$ cat src/rtl/adder_4_fm_pkg.sv
// Shared types and helpers for the adder_4 formal-wrapper
// stimulus source and result checker.
package adder_4_fm_pkg;

  localparam int VEC_W       = 9;
  localparam int RES_W       = 5;
  localparam int NUM_VECTORS = 512;

  typedef enum logic [1:0] {
    IDLE,
    RUN,
    DRAIN,
    DONE
  } state_t;

  typedef struct packed {
    logic             valid;
    logic [VEC_W-1:0] vec;
    logic [RES_W-1:0] gold;
  } dl_t;

  // vec = {a[3:0], b[3:0], cin}
  function automatic logic [RES_W-1:0] golden_add(
    input logic [VEC_W-1:0] vec
  );
    return {1'b0, vec[8:5]}
         + {1'b0, vec[4:1]}
         + {4'b0, vec[0]};
  endfunction

endpackage

$ cat src/rtl/adder_4_fm_stimulus_checker_delay.sv
// Shift register that carries {valid, vec, golden} alongside
// the DUT pipeline; depth 0 is a straight pass-through.
module fm_delay_line
  import adder_4_fm_pkg::*;
#(
  parameter int DEPTH = 2
) (
  input  logic clk,
  input  logic reset_n,
  input  dl_t  din,
  output dl_t  dout
);

  generate
    if (DEPTH == 0) begin : g_pass
      assign dout = din;
    end else begin : g_sr
      dl_t sr [DEPTH];

      always_ff @(posedge clk) begin
        if (!reset_n) begin
          for (int i = 0; i < DEPTH; i++)
            sr[i] <= '0;
        end else begin
          sr[0] <= din;
          for (int i = 1; i < DEPTH; i++)
            sr[i] <= sr[i-1];
        end
      end

      assign dout = sr[DEPTH-1];
    end
  endgenerate

endmodule

$ cat config.mk
export PLATFORM = sky130hd
export DESIGN_NAME = fm_delay_line
export DESIGN_NICKNAME = d
export VERILOG_FILES = /design/src/rtl/adder_4_fm_pkg.sv /design/src/rtl/adder_4_fm_stimulus_checker_delay.sv
export SDC_FILE = /design/constraint.sdc
export NUM_CORES = 1
export LEC_CHECK = 0
export BUFFER_PORTS_ARGS = -buffer_cell sky130_fd_sc_hd__buf_2
export CAP_MARGIN = 40
export CORE_MARGIN = 1.5
export CORE_UTILIZATION = 46
export DETAILED_ROUTE_END_ITERATION = 10
export PLACE_DENSITY_LB_ADDON = 0.15
export SLEW_MARGIN = 15
export SYNTH_ARGS = -nofsm -noshare
export SYNTH_HDL_FRONTEND = slang
export SYNTH_SLANG_ARGS = --single-unit
$ cat constraint.sdc
create_clock -name clk -period 0.8 [get_ports clk]
set_input_delay 0.16 -clock clk [delete_from_list [all_inputs] [get_ports clk]]
set_output_delay 0.16 -clock clk [all_outputs]
set_load 0.005 [all_outputs]
# Word level (Yosys, flattened, before mapping)
# Memory sizes are Yosys's and may differ from the RTL's.
# Index checks and enable logic that the tools add are counted.
op_classes:
  mux: 4
  n_div: 0
  n_bitwise: 2
  n_shift: 0
  n_reduce_logical: 0
  n_mul: 0
  order_cmp: 0
  n_addsub: 0
  n_eq_ne: 0
op_table:
  columns: ["op", "n"]
  rows:
  - ["15-bit two-way mux", 2]
  - ["1-bit two-way mux", 2]
  - ["1-bit OR", 2]
word_totals:
  reg_bits: 0
  memories: 1
  latchBits: 0
  wordCells: 7
  rom_bits: 0
  ramBits: 30
mem_list:
  columns: ["memory", "words", "width", "read_ports", "rd_clocked_by_memory_dff", "wr", "line_no", "text"]
  rows:
  - ["g_sr.sr", 2, 15, 2, 0, 2, "adder_4_fm_stimulus_checker_delay.sv:18", "dl_t sr [DEPTH];"]

# Longest topological paths before layout
depth:
  depth_word: 2
  mapped_depth: 2

# Least setup slack after synthesis
# OpenSTA, ideal clock, no wires.
synth_path:
  path_kind: "input port to flip-flop"
  start: "in reset_n"
  end: "mem g_sr.sr[0][27] (netlist bit)"
  setup_slack_ns: 0.244
  path_stages: 2
  setup_ns: 0.116
  arrival_time_ns: 0.439
  required_ns: 0.684
  path_cell_list: "clkbuf_2 and2_2"
synth_lines:
  columns: ["item", "line_no", "text"]
  rows:
  - ["start: declaration", "adder_4_fm_stimulus_checker_delay.sv:9", "input logic reset_n,"]
  - ["end: declaration", "adder_4_fm_stimulus_checker_delay.sv:18", null]

==> impl_metrics.ini <==
[yosys]
ys_ff_latch = 30
synthArstFlopShare = 0
synth_top_area_cell = dfxtp_1
synth_area_per_cell_um2 = 11.85
synth_common_cells = dfxtp_1, and2_1, buf_4, and2_2, clkbuf_2
synth_fp_nets = 95
synth_area_um2 = 924.6
synth_top_area_frac = 0.6495
synth_area_leaders = dfxtp_1, and2_1, buf_4
yosysMostFrequentCell = dfxtp_1
yosysUniqueCellTypes = 5
ys_warn_count = 0
ys_seq_area_frac = 0.6495
synth_edf_count = 0
synthCells = 78
ys.flop_type = dfxtp_1

[layout]
largest_register_ffs = 30
fin_cells = 126
diodes = 0
syn2layout_area_growth_pct = 17.19
drive_above_1_share = 0.5051
final.fill_count = 182
regMostFlops = g_sr.sr
reg.largest.list = g_sr.sr x30
final_nets = 115

[cts]
cts_tree = yes
clock_path_buffers = 2
hold_buffers = 0
clk_pin_slew_ps = 90
cts_inserted_buffers = 5
numClockSinks = 30
root_buffer = clkbuf_4
htreeDepth = 2
clock_latency_ps = 300
post-cts-setup-buffer-count = 0

[placed_design]
gp_congestion = 0.5553
dp.cells = 118
portBuffers = 31
hpwl_um = 699.8
pre_cts_ws_ps = 27.36

[sta]
setup_slack_ps = -96.05
fmax_mhz = 1116
fin_tns_setup_ps = -1244
final_hold_viol_count = 0
period_share = 1.120
maxSlewHeadroom = 0.7763
drv_slew = 0
skew_ps = 5.876
setup_violations = 15
finalCriticalPeriod_ps = 896.0
worst_pin_slew_ps = 335.5
rsz0062_at_grt = yes

[routing]
post_drt_wl_per_cell_um = 8.444
drt_iter0_drc = 0
firstDrtPassIters = 1
vias_per_cell = 3.976
route.detailed.drc = 0
postRouteAntennaNets = 0
via_count = 501
routed_wirelength_um = 1064

[power_and_ir_drop]
combPwrFrac = 0.054
seqPwrFrac = 0.610
power-per-cell-area_mw_per_mm2 = 2389
clockPowerShare = 0.336
switching_share = 0.1957
vdd_drop_max_mv = 1.178
power_w = 0.002588
switchingPower_w = 0.0005066
leakage_nw = 0.5185
power.internal_w = 0.002082

[floorplanning]
initial_utilization = 0.4811
die_w_um = 47.84
core_area_mm2 = 0.001922
fp-row-count = 16
die-area_mm2 = 0.002288
boundaryPins = 32
die_h_um = 47.84

[global_route]
antenna_found_initial = 0
grt_pass1_wl_um = 1628
track_usage = 0.1162
grt-ovfl-total = 0
grt_pass1_vias = 418
grt_max_degree = 31

[worst_setup_path]
slowest_stage = dfxtp_2
cp.required_ps = 640
critPathMaxStageDelay_ps = 330
crit_type = register to primary output
critPathBufInv = 1
r2r_setup_slack_ps = 230
cp-start-kind = register
worstSetupEndpointType = primary output
crit_family = flip-flops
crit_chain = buf_6
arrival_ps = 740
cp_max_fo = 1

[run_status]
failed_checks = negative setup slack
status = finished with violations

[hold_path]
hold_class = input pin to register

[run]
maxCapViolCount = 0
[power groups by stage]
stage	combinational, W	sequential, W	clock, W
2_1_floorplan	0.000105	0.00161	0
3_3_place_gp	0.000129	0.00161	0
3_5_place_dp	0.000133	0.00161	0
4_1_cts	0.000133	0.00158	0.000924
5_1_grt	0.000160	0.00159	0.00101
6_report	0.000139	0.00158	0.000869
[final cells by class]
cell class | count | area [um^2] | area share
clock buffers | 7 | 55.05 | 0.05081
clock inverters | 1 | 5.005 | 0.004619
multi-input cells | 30 | 196.4 | 0.1813
flip-flops and latches | 30 | 606.8 | 0.5600
well taps | 27 | 33.78 | 0.03118
repair buffers | 31 | 186.4 | 0.1721
[metrics by stage]
step	hold WS, ps	util	cell area, um^2
after CTS	36.00	0.5443	1046
final	54.42	0.5638	1084
after detailed placement	370.8	0.5130	985.9
after global routing	35.31	0.5638	1084
after global placement	367.8	0.5130	985.9
after floorplan	287.3	-	924.6
[logic make-up after synthesis]
group / after synthesis / share of synthesized area
flops: 30 / 0.6495
simple gates: 30 / 0.2125
buf+inv: 18 / 0.1380
[path summary, 6_finish.rpt]
| kind | start | to | depth (start not counted) |
|---|---|---|---|
| hold / removal | din[14] | g_sr.sr[0][14] | 2 |
| hold reg to reg | g_sr.sr[0][13] | g_sr.sr[0][28] | 1 |
| setup reg to reg | g_sr.sr[0][14] | g_sr.sr[0][29] | 1 |
| setup / recovery | g_sr.sr[0][29] | dout[14] | 1 |
[placed cells by master, fill, tap and decap left out, drive strengths merged]
| master | netlist | layout |
|---|---|---|
| clkbuf | 3 | 7 |
| and2 | 30 | 30 |
| buf | 15 | 31 |
| clkinv | 0 | 1 |
| dfxtp | 30 | 30 |
[routing by layer]
metal / GRT usage / vias up / wire (um)
met4: 0.1135 / 0 / 24
met1: 0.1174 / 220 / 413
met3: 0.06792 / 4 / 75
met2: 0.1627 / 19 / 550
met5: 0 / - / 0
li1: - / 258 / -
[repair_timing]
action                     4_1_cts  5_1_grt
pin swaps                        0        0
gates resized for setup          0       10
setup endpoints to repair       15       15
No activity file was read; power rests on OpenSTA's default activity.
